`src/rtl/fpu_pkg.sv`:
```
// rtl/fpu_pkg.sv - shared FPU mantissa width constants
package fpu_pkg;
  localparam int MANT_SP = 24;
  localparam int MANT_DP = 53;
endpackage

```
`src/rtl/float_mantissa_multiplier.sv`:
```
// rtl/float_mantissa_multiplier.sv - iterative radix-2 shift-add mantissa multiplier
module float_mantissa_multiplier
  import fpu_pkg::*;
#(
  parameter int N = MANT_SP
) (
  input  logic           clock,
  input  logic           reset_n,
  input  logic           valid_i,
  output logic           ready_o,
  input  logic [N-1:0]   a,
  input  logic [N-1:0]   b,
  output logic           valid_o,
  input  logic           ready_i,
  output logic [2*N-1:0] product
);

  localparam int CW = $clog2(N + 1);
  localparam logic [CW-1:0] LAST = CW'(N);

  typedef enum logic [1:0] {
    IDLE = 2'd0,
    BUSY = 2'd1,
    DONE = 2'd2
  } state_t;

  state_t        state;
  state_t        state_nx;
  logic [N-1:0]  mcand;
  logic [N-1:0]  hi;
  logic [N-1:0]  lo;
  logic [CW-1:0] count;
  logic [N:0]    sum;
  logic          accept;

  // Carry lands in sum[N] and becomes the new MSB of hi after the shift.
  always_comb begin
    sum = {1'b0, hi} + (lo[0] ? {1'b0, mcand} : '0);
  end

  always_comb begin
    state_nx = IDLE;
    ready_o  = 1'b0;
    valid_o  = 1'b0;
    case (state)
      IDLE: begin
        ready_o  = 1'b1;
        state_nx = valid_i ? BUSY : IDLE;
      end
      BUSY: begin
        state_nx = (count == LAST) ? DONE : BUSY;
      end
      DONE: begin
        valid_o = 1'b1;
        ready_o = ready_i;
        if (ready_i) begin
          state_nx = valid_i ? BUSY : IDLE;
        end else begin
          state_nx = DONE;
        end
      end
      default: state_nx = IDLE;
    endcase
    if (!reset_n) begin
      ready_o = 1'b0;
    end
  end

  assign accept  = valid_i & ready_o;
  assign product = {hi, lo};

  // N shift-add steps at count 0..N-1; the count==N cycle only hands off to DONE.
  always_ff @(posedge clock) begin
    if (!reset_n) begin
      state <= IDLE;
      mcand <= '0;
      hi    <= '0;
      lo    <= '0;
      count <= '0;
    end else begin
      state <= state_nx;
      if (accept) begin
        mcand <= a;
        hi    <= '0;
        lo    <= b;
        count <= '0;
      end else if (state == BUSY && count != LAST) begin
        hi    <= sum[N:1];
        lo    <= {sum[0], lo[N-1:1]};
        count <= count + CW'(1);
      end
    end
  end

endmodule
```
`config.mk`:
```
export PLATFORM = sky130hd
export DESIGN_NAME = float_mantissa_multiplier
export DESIGN_NICKNAME = d
export VERILOG_FILES = /design/src/rtl/fpu_pkg.sv /design/src/rtl/float_mantissa_multiplier.sv
export SDC_FILE = /design/constraint.sdc
export NUM_CORES = 1
export LEC_CHECK = 0
export CAP_MARGIN = 20
export CORE_MARGIN = 2
export CORE_UTILIZATION = 25
export CTS_CLUSTER_DIAMETER = 120
export CTS_CLUSTER_SIZE = 8
export DETAILED_ROUTE_END_ITERATION = 8
export GPL_TIMING_DRIVEN = 0
export RECOVER_POWER = 100
export SETUP_SLACK_MARGIN = 0.02
export SYNTH_ARGS = -nofsm -noshare
export SYNTH_HDL_FRONTEND = slang
export SYNTH_SLANG_ARGS = --single-unit
export TNS_END_PERCENT = 5
```
`constraint.sdc`:
```
create_clock -name clock -period 3 [get_ports clock]
set_input_delay 0.45 -clock clock [delete_from_list [all_inputs] [get_ports clock]]
set_output_delay 0.45 -clock clock [all_outputs]
set_load 0.02 [all_outputs]
```
==> results of run 1 <==
[kinds of logic (layout without fill, tap and decap cells)]
kind of cell / after synthesis / count (layout)
flops: 79 / 79
fa+ha+maj: 27 / 27
compound gates: 139 / 139
xor+xnor: 19 / 19
mux: 5 / 5
simple gates: 204 / 204
buf+inv: 40 / 157
[path summary, 6_finish.rpt]
kind / cells after the start / startpoint / to
max reg2reg: 11 / lo[0]$_SDFFE_PN0P_ / hi[22]$_SDFFE_PP0P_
min: 1 / mcand[1]$_SDFFE_PN0P_ / mcand[1]$_SDFFE_PN0P_
min reg2reg: 1 / mcand[1]$_SDFFE_PN0P_ / mcand[1]$_SDFFE_PN0P_
max: 11 / lo[0]$_SDFFE_PN0P_ / hi[22]$_SDFFE_PP0P_
[power by group through the flow]
stage | Combinational [W] | Clock [W] | Sequential [W]
4_1_cts | 0.000432 | 0.00112 | 0.00115
3_5_place_dp | 0.000430 | 0 | 0.00118
2_1_floorplan | 0.000181 | 0 | 0.00121
5_1_grt | 0.000455 | 0.00116 | 0.00116
3_3_place_gp | 0.000429 | 0 | 0.00118
6_report | 0.000414 | 0.00108 | 0.00115
[state kept, by name, indices dropped and copies added, names as in the netlist]
signal,cells
hi,24
lo,24
mcand,24
count,5
state,2
[metrics by stage]
| stage | hold slack [ns] | power (W) | cell area (sq um) | setup TNS, ns | worst slack [ns] |
|---|---|---|---|---|---|
| finish | 0.469 | 0.00265 | 5910 | 0 | 0.173 |
| global route | 0.485 | 0.00278 | 5910 | 0 | 0.0166 |
| CTS | 0.475 | 0.00271 | 5910 | 0 | 0.0301 |
| detailed placement | 0.460 | 0.00161 | 5620 | -0.427 | -0.174 |
| global placement | 0.454 | 0.00160 | 5620 | -0.369 | -0.166 |
| floorplan | 0.441 | 0.00139 | 4320 | 0 | 0.242 |
[cell usage in the layout (no fill, tap or decap), types with 8 or more instances in the layout]
master / instances
clkbuf_1: 25
nand3_1: 24
a22o_1: 24
clkdlybuf4s50_1: 48
nand2_1: 67
and2_1: 23
xor2_1: 14
ha_1: 26
nor3_1: 8
a21oi_1: 35
nor2_1: 47
dfxtp_1: 78
a21o_1: 12
dlygate4sd3_1: 53
o21ai_0: 10
o221ai_1: 17
clkbuf_16: 9
[routing by layer]
layer  global-route usage (%)  part of all wire (%)  vias up
met5                        0                     0        -
met4                     6.25                   2.3        0
met1                     18.7                    48     1800
met3                     3.74                   5.2       19
met2                     22.2                    45       78
li1                         -                     -     2081
[worst max-delay path: cells and delay by family, from the launching register on]
| kind | cells | cell delay [ns] |
|---|---|---|
| DFF | 1 | 0.42 |
| buffers and inverters | 2 | 0.37 |
| and+or+nand+nor | 5 | 0.90 |
| adders and majority gates | 1 | 0.22 |
| AOI/OAI and AO/OA | 3 | 0.80 |
[final cells by class]
type                            instances  area share, %
Buffer                                 33           2.67
Clock buffer                            9           3.81
Clock inverter                          7           1.08
Inverter                                7          0.444
Multi-Input combinational cell        394           43.4
Sequential cell                        79           26.8
Tap cell                              225           4.76
Timing Repair Buffer                  101           17.1
[timing repair]
| action | CTS | global route |
|---|---|---|
| setup endpoints to repair | 5 | 9 |
| resized for setup | 2 | 6 |
| gates cloned | 0 | 0 |
| pin swaps | 0 | 1 |
| hold buffers | 0 | 0 |
==> flow_metrics.env, run 1 <==
export IMPL_relSlewSlack_pct=60.2
export IMPL_die_h_um=136
export IMPL_start_util_pct=25.3
export IMPL_synth_distinct_cells=58
export IMPL_cts_reportedPaths_clkPinSlew_ns=0.07
export IMPL_p_comb_share_pct=15.6
export IMPL_crit_arrival_ns=3.06
export IMPL_grt_pass1_wl_mm=20.5
export IMPL_ys_warn_count=0
export IMPL_synth_common_cells="dfxtp_1, nand2_1, nor2_1"
export IMPL_diodes=0
export IMPL_critPathLaunchType="flip-flop"
export IMPL_nets=704
export IMPL_postSynthCellCount=513
export IMPL_port_buffers=101
export IMPL_cap_violations=0
export IMPL_yosys_area_share_simple_pct=22.4
export IMPL_synth_area_sq_um=4320
export IMPL_post_route_util_pct=34.5
export IMPL_fp_dieW_um=136
export IMPL_grt_use_total_pct=14.3
export IMPL_leakage_nw=2.62
export IMPL_tritoncts="built"
export IMPL_post_cts_setup_buffers=0
export IMPL_synthAdderAreaFrac_pct=7.99
export IMPL_power_frac_clock_pct=40.9
export IMPL_die_area_sq_um=18400
export IMPL_routed_wl_mm=12.6
export IMPL_grt_setup_unrepaired="no"
export IMPL_synth_xor_xnor_area_share_pct=3.85
export IMPL_fin_crit_sh_pct=94.2
export IMPL_period_needed_ns=2.83
export IMPL_fp_coreArea_sq_um=17100
export IMPL_grt_max_degree=17
export IMPL_rows=48
export IMPL_hold_viol_final=0
export IMPL_drt_iter0_markers=200
export IMPL_place_congestion=0.811
export IMPL_ant_nets=0
export IMPL_syn_avg_cell_area_sq_um=8.43
export IMPL_synth_top_family_by_area="compound AO/OA/AOI/OAI gates"
export IMPL_synth_mux_area_share_pct=1.16
export IMPL_ctsRootBufferMaster="clkbuf_16"
export IMPL_crit_path_cell_trace="buf_4, and2_0, ha_1, clkbuf_2, and3_2, a221o_1, a2111oi_2, nor2_2, a41oi_2, nor3_1, or3_1"
export IMPL_route_vias_total=3978
export IMPL_area_sequential_sq_um=1580
export IMPL_yosys_area_top_type="dfxtp_1"
export IMPL_antenna_found_initial=0
export IMPL_setup_violations=0
export IMPL_fmax_ghz=0.354
export IMPL_post_layout_nonfiller_instances=855
export IMPL_vdd_ir_drop_max_v=0.000237
export IMPL_cpPeakStageDelay_ns=0.42
export IMPL_crit_type="reg -> reg"
export IMPL_synth_edf_count=0
export IMPL_drv_slew=0
export IMPL_dp_hpwl_mm=9.64
export IMPL_drive_above_1_share_pct=6.19
export IMPL_drtPass1Iterations=5
export IMPL_io_pins=102
export IMPL_rrSetupSlack_ns=0.17
export IMPL_yosysSeqAreaShare_pct=36.6
export IMPL_synth_compound_area_share_pct=23.9
export IMPL_synth_top_flop_cell="dfxtp_1"
export IMPL_cp_max_fo=10
export IMPL_cpMaxStageDelayCell="dfxtp_2"
export IMPL_synthArstFlopShare_pct=0
export IMPL_cp_required_ns=3.24
export IMPL_h_tree_depth=3
export IMPL_clkLatencyLatePin_ns=0.36
export IMPL_cts_buffers=9
export IMPL_synth_top_cell_area_share_pct=36.6
export IMPL_finClkSkew_ns=0.00842
export IMPL_via_per_inst=4.65
export IMPL_routedWlPerCell_um=14.7
export IMPL_first_global_vias=4018
export IMPL_area_growth_pct=36.7
export IMPL_worstMarginPinSlew_ns=0.596
export IMPL_p_switching_w=0.000773
export IMPL_swShare_pct=29.2
export IMPL_ys_ff_latch=79
export IMPL_p_int_w=0.00188
export IMPL_p_seq_share_pct=43.4
export IMPL_status="finished, final reports clean"
export IMPL_drc=0
export IMPL_dp_cells=839
export IMPL_crit_path_end_kind="flip-flop"
export IMPL_fillers=1828
export IMPL_min_delay_path_class="reg -> reg"
export IMPL_cts_buffer_depth=2
export IMPL_clkSinkCount=79
export IMPL_p_per_area_nw_per_um2=448
export IMPL_yosysMostFrequentCell="dfxtp_1"
export IMPL_grt_overflow=0
export IMPL_synth_area_leaders="dfxtp_1, ha_1, nand2_1"
export IMPL_multi_input_area_sq_um=2560
export IMPL_syn_num_nets=592
Power figures use the tool's default switching activity.
==> run 2: changes to the inputs <==
Settings changed: CTS_BUF_LIST from default to sky130_fd_sc_hd__clkbuf_8, CTS_CLUSTER_DIAMETER 120 to 30.
==> run 2 against run 1 <==
  * Register-to-register slack got worse by 0.02 ns
  * Combinational power hardly changed
  * Critical endpoint unchanged
  * Sequential cell count stayed put
  * Worst setup slack got worse by 0.022 ns
==> flow_metrics.env, run 2 (synthesized netlist as in run 1, its figures left out) <==
export IMPL_cpPeakStageDelay_ns=0.39
export IMPL_post_layout_nonfiller_instances=855
export IMPL_grt_use_total_pct=14.3
export IMPL_top_regs="hi x24, lo x24, mcand x24"
export IMPL_drt_iter0_markers=248
export IMPL_hold_viol_final=0
export IMPL_ctsRootBufferMaster="clkbuf_8"
export IMPL_rows=48
export IMPL_period_needed_ns=2.85
export IMPL_crit_type="reg -> reg"
export IMPL_crit_path_cell_trace="clkbuf_4, and2_0, ha_1, clkbuf_2, and3_2, a221o_1, a2111oi_2, nor2_2, a41oi_2, nor3_1, or3_1"
export IMPL_layout_common_cells="dfxtp_1, nand2_1, dlygate4sd3_1"
export IMPL_drtPass1Iterations=4
export IMPL_h_tree_depth=3
export IMPL_routed_wl_mm=12.7
export IMPL_leakage_nw=2.58
export IMPL_cp_required_ns=3.27
export IMPL_power_frac_clock_pct=33.7
export IMPL_ant_nets=0
export IMPL_dp_hpwl_mm=9.64
export IMPL_worstMarginPinSlew_ns=0.624
export IMPL_route_vias_total=4012
export IMPL_antenna_found_initial=0
export IMPL_start_util_pct=25.3
export IMPL_relSlewSlack_pct=58.4
export IMPL_status="finished, final reports clean"
export IMPL_clkLatencyLatePin_ns=0.39
export IMPL_cts_reportedPaths_clkPinSlew_ns=0.09
export IMPL_die_h_um=136
export IMPL_hold_slack_ns=0.477
export IMPL_p_per_area_nw_per_um2=406
export IMPL_min_delay_path_class="reg -> reg"
export IMPL_cpMaxStageDelayCell="dfxtp_4"
export IMPL_fmax_ghz=0.351
export IMPL_cap_violations=0
export IMPL_vdd_ir_drop_max_v=0.000185
export IMPL_critPathLaunchType="flip-flop"
export IMPL_crit_path_end_kind="flip-flop"
export IMPL_cts_buffers=9
export IMPL_power_w=0.00236
export IMPL_crit_arrival_ns=3.12
export IMPL_io_pins=102
export IMPL_post_route_util_pct=34.0
export IMPL_final_common_cell="dfxtp_1"
export IMPL_multi_input_area_sq_um=2560
export IMPL_p_comb_share_pct=17.6
export IMPL_p_switching_w=0.000746
export IMPL_fin_crit_sh_pct=95.0
export IMPL_area_growth_pct=34.4
export IMPL_setup_violations=0
export IMPL_grt_overflow=0
export IMPL_post_cts_setup_buffers=0
export IMPL_diodes=0
export IMPL_grt_pass1_wl_mm=20.5
export IMPL_port_buffers=101
export IMPL_nets=704
export IMPL_via_per_inst=4.69
export IMPL_drc=0
export IMPL_fillers=1830
export IMPL_finClkSkew_ns=0.0149
export IMPL_cts_hold_buf=0
export IMPL_cts_buffer_depth=2
export IMPL_fp_coreArea_sq_um=17100
export IMPL_fp_dieW_um=136
export IMPL_first_global_vias=4028
export IMPL_area_sequential_sq_um=1590
export IMPL_drv_slew=0
export IMPL_clkSinkCount=79
export IMPL_grt_max_degree=17
export IMPL_tritoncts="built"
export IMPL_grt_setup_unrepaired="no"
export IMPL_place_congestion=0.811
export IMPL_fin_tns_setup_ns=0
export IMPL_dp_cells=839
export IMPL_routedWlPerCell_um=14.9
export IMPL_die_area_sq_um=18400
export IMPL_cp_max_fo=10
export IMPL_swShare_pct=31.6
export IMPL_p_seq_share_pct=48.7
export IMPL_p_int_w=0.00162
export IMPL_drive_above_1_share_pct=6.19
## run 2: path summary, 6_finish.rpt
check                              start                     end  slack [ns]  depth (start not counted)
hold / removal    mcand[19]$_SDFFE_PN0P_  mcand[19]$_SDFFE_PN0P_        0.48                          1
setup reg to reg      lo[0]$_SDFFE_PN0P_     hi[22]$_SDFFE_PP0P_        0.15                         11
setup / recovery      lo[0]$_SDFFE_PN0P_     hi[22]$_SDFFE_PP0P_        0.15                         11
hold reg to reg   mcand[19]$_SDFFE_PN0P_  mcand[19]$_SDFFE_PN0P_        0.48                          1
## run 2: through the flow
step	worst slack, ns	instance area (sq um)
6_report	0.151	5810
5_1_grt	0.0201	5810
4_1_cts	0.0303	5810
3_5_place_dp	-0.174	5620
3_3_place_gp	-0.166	5620
2_1_floorplan	0.242	4320
## run 2: cell type report
| cell class | instances | share of cell area (%) |
|---|---|---|
| clock buffer | 9 | 2.13 |
| tap | 225 | 4.84 |
| inverter | 7 | 0.452 |
| buffer | 33 | 2.71 |
| timing repair buffer | 101 | 17.4 |
| multi-input combinational | 394 | 44.1 |
| sequential | 79 | 27.3 |
| clock inverter | 7 | 1.10 |
## run 2: repair_timing
item                                    in CTS  in global routing
cloned                                       0                  0
endpoints found under the setup margin       5                 10
gates resized for setup                      2                  6
pin swaps                                    0                  1
## run 2: power by group through the flow
stage,clock [W],combinational (W),sequential (W)
final,0.000795,0.000416,0.00115
after global routing,0.000868,0.000455,0.00116
after CTS,0.000822,0.000432,0.00115
after detailed placement,0,0.000430,0.00118
after global placement,0,0.000429,0.00118
after floorplan,0,0.000181,0.00121
## run 2: worst max-delay path, delay by kind of cell (launching register included)
family / cells / cell delay (ns)
compound gates: 3 / 0.80
fa+ha+maj: 1 / 0.27
buf+inv: 2 / 0.36
flops: 1 / 0.39
simple gates: 5 / 0.92
## run 2: routing by layer
metal  global-route usage (%)  up-vias  routed length (um)
met5                        0        -                   0
met4                     5.56        0                 292
met3                     4.19       21                 655
met2                     22.3       77                5690
met1                     18.7     1831                6080
li1                         -     2083                   -
==> run 3: changes to the inputs <==
Settings changed: CORE_UTILIZATION 25 to 50, MAX_ROUTING_LAYER from default to met4, PLACE_DENSITY from default to 0.8.
==> run 3 against run 2 <==
  * Clock power increased by 4.2%
  * Sequential share of layout area grew 0.54 points
  * Clock skew grew 0.00098 ns
  * Cell count shrank 14%
  * Die area fell by 49%
  * Sequential cell count unchanged
  * Routed wire length shrank 6.7%
  * Critical path depth did not move
  * Register-to-register slack barely moved
  * Global-route usage up 11 points
  * Critical endpoint unchanged
  * Largest cell class unchanged
  * Worst setup slack improved by 0.013 ns
==> flow_metrics.env, run 3 (synthesized netlist as in run 1, its figures left out) <==
export IMPL_vdd_ir_drop_max_v=0.000252
export IMPL_rows=33
export IMPL_fin_crit_sh_pct=94.6
export IMPL_worstMarginPinSlew_ns=0.626
export IMPL_p_seq_share_pct=48.1
export IMPL_hold_path_startpoint="hi[6]$_SDFFE_PP0P_"
export IMPL_hold_path_end="hi[6]$_SDFFE_PP0P_"
export IMPL_crit_path_end_kind="flip-flop"
export IMPL_grt_busiest_layer="met2"
export IMPL_ant_nets=0
export IMPL_p_per_area_nw_per_um2=420
export IMPL_critPathLaunchType="flip-flop"
export IMPL_drv_slew=0
export IMPL_reg2reg_from="lo[0]$_SDFFE_PN0P_"
export IMPL_cp_required_ns=3.24
export IMPL_grt_util_met3_pct=4.19
export IMPL_clkSinkCount=79
export IMPL_final_common_cell="dfxtp_1"
export IMPL_crit_arrival_ns=3.08
export IMPL_hold_depth=2
export IMPL_fp_dieW_um=97.0
export IMPL_cts_reportedPaths_clkPinSlew_ns=0.08
export IMPL_drive_above_1_share_pct=6.35
export IMPL_setup_violations=0
export IMPL_p_switching_w=0.000686
export IMPL_fmax_ghz=0.353
export IMPL_post_cts_setup_buffers=0
export IMPL_io_pins=102
export IMPL_grt_max_degree=15
export IMPL_diodes=0
export IMPL_rr_endpoint="hi[22]$_SDFFE_PP0P_"
export IMPL_drtPass1Iterations=5
export IMPL_first_global_vias=4149
export IMPL_die_area_sq_um=9410
export IMPL_h_tree_depth=3
export IMPL_p_comb_share_pct=17.3
export IMPL_top_regs="hi x24, lo x24, mcand x24"
export IMPL_start_util_pct=52.1
export IMPL_power_frac_clock_pct=34.6
export IMPL_clkLatencyLatePin_ns=0.36
export IMPL_die_h_um=97.0
export IMPL_hold_viol_final=0
export IMPL_drc=0
export IMPL_swShare_pct=28.7
export IMPL_dp_hpwl_mm=8.79
export IMPL_relSlewSlack_pct=58.2
export IMPL_cts_buffers=9
export IMPL_tritoncts="built"
export IMPL_grt_setup_unrepaired="no"
export IMPL_via_per_inst=5.78
export IMPL_status="finished, final reports clean"
export IMPL_grt_overflow=0
export IMPL_layout_common_cells="dfxtp_1, nand2_1, dlygate4sd3_1"
export IMPL_cap_violations=0
export IMPL_grtUsageMet1_pct=33.0
export IMPL_route_vias_total=4249
export IMPL_rrSetupSlack_ns=0.16
export IMPL_drt_iter0_markers=248
export IMPL_r2r_cells=11
export IMPL_period_needed_ns=2.84
export IMPL_nets=704
export IMPL_p_int_w=0.00171
export IMPL_crit_type="reg -> reg"
export IMPL_port_buffers=101
export IMPL_cp_max_fo=10
export IMPL_fp_coreArea_sq_um=8300
export IMPL_power_w=0.00239
export IMPL_gr_usage_met2_pct=40.8
export IMPL_routedWlPerCell_um=16.1
export IMPL_min_delay_path_class="reg -> reg"
export IMPL_ctsRootBufferMaster="clkbuf_8"
export IMPL_grt_use_total_pct=25.5
export IMPL_leakage_nw=2.59
export IMPL_area_growth_pct=31.8
export IMPL_post_route_util_pct=68.7
export IMPL_routed_wl_mm=11.9
export IMPL_finClkSkew_ns=0.0159
export IMPL_cts_buffer_depth=2
export IMPL_place_congestion=0.926
export IMPL_antenna_found_initial=0
export IMPL_grt_pass1_wl_mm=19.5
run 3: cell count changes in the layout (fill, tap and decap cells not counted):
cell,change
inv_6,-3
a2111oi_2,-1
a2111oi_4,+1
bufinv_16,+1
clkbuf_8,+1
clkdlybuf4s50_1,+1
clkinv_2,+1
clkinvlp_4,+1
dlygate4sd3_1,-1
inv_8,-1
nor3_1,-1
nor3_2,+1
run 3: timing repair:
item                       CTS  global route
hold buffers                 0             0
pin swaps                    0             1
hold endpoints to repair     0             0
setup endpoints to repair    3             9
cloned                       0             0
resized for setup            2             9
run 3: power groups by stage:
stage | registers (W) | logic [W] | clock network (W)
2_1_floorplan | 0.00121 | 0.000181 | 0
3_3_place_gp | 0.00117 | 0.000415 | 0
3_5_place_dp | 0.00118 | 0.000424 | 0
4_1_cts | 0.00115 | 0.000427 | 0.000833
5_1_grt | 0.00116 | 0.000449 | 0.000881
6_report | 0.00115 | 0.000414 | 0.000828
run 3: metal layers:
layer  share of wire, %  vias up
li1                   -     2086
met1                 45     1991
met2                 47      150
met3                5.4       22
met4                1.9        0
met5                  0        -
run 3: worst max-delay path by stage:
| stage | start | endpoint | slack [ns] | depth (start not counted) |
|---|---|---|---|---|
| finish | lo[0]$_SDFFE_PN0P_ | hi[22]$_SDFFE_PP0P_ | 0.16 | 11 |
| global route | lo[0]$_SDFFE_PN0P_ | hi[22]$_SDFFE_PP0P_ | 0.02 | 10 |
| CTS | lo[0]$_SDFFE_PN0P_ | hi[13]$_SDFFE_PP0P_ | 0.06 | 11 |
| detailed placement | lo[0]$_SDFFE_PN0P_ | hi[22]$_SDFFE_PP0P_ | -0.11 | 11 |
| global placement | lo[0]$_SDFFE_PN0P_ | hi[22]$_SDFFE_PP0P_ | -0.11 | 11 |
| floorplan | lo[0]$_SDFFE_PN0P_ | hi[22]$_SDFFE_PP0P_ | 0.24 | 11 |
run 3: critical path, cell delays in order (launching register included):
cell       delay (ns)
dfxtp_4          0.38
clkbuf_4         0.18
and2_1           0.17
ha_1             0.27
clkbuf_2         0.17
and3_2           0.24
a221o_1          0.24
a2111oi_4        0.05
nor2_2           0.28
a41oi_2          0.16
and4b_2          0.25
or3_1            0.33
run 3: area by class of cell:
type / count / area (sq um)
well taps: 105 / 131
multi-input cells: 394 / 2580
clock inverters: 6 / 68.8
inverters: 7 / 26.3
plain buffers: 33 / 158
flip-flops and latches: 79 / 1590
repair buffers: 101 / 1010
fillers: 699 / 2600
clock buffers: 10 / 138
run 3: per-stage QoR:
stage               worst slack (ns)  instance area, sq um  setup TNS, ns  hold WS, ns  std cells
floorplan                      0.242                  4320              0        0.441        513
global placement              -0.106                  5470         -0.177        0.454        719
detailed placement            -0.107                  5470         -0.167        0.455        719
CTS                           0.0566                  5680              0        0.480        735
global route                  0.0154                  5700              0        0.492        735
finish                         0.163                  5700              0        0.477        735
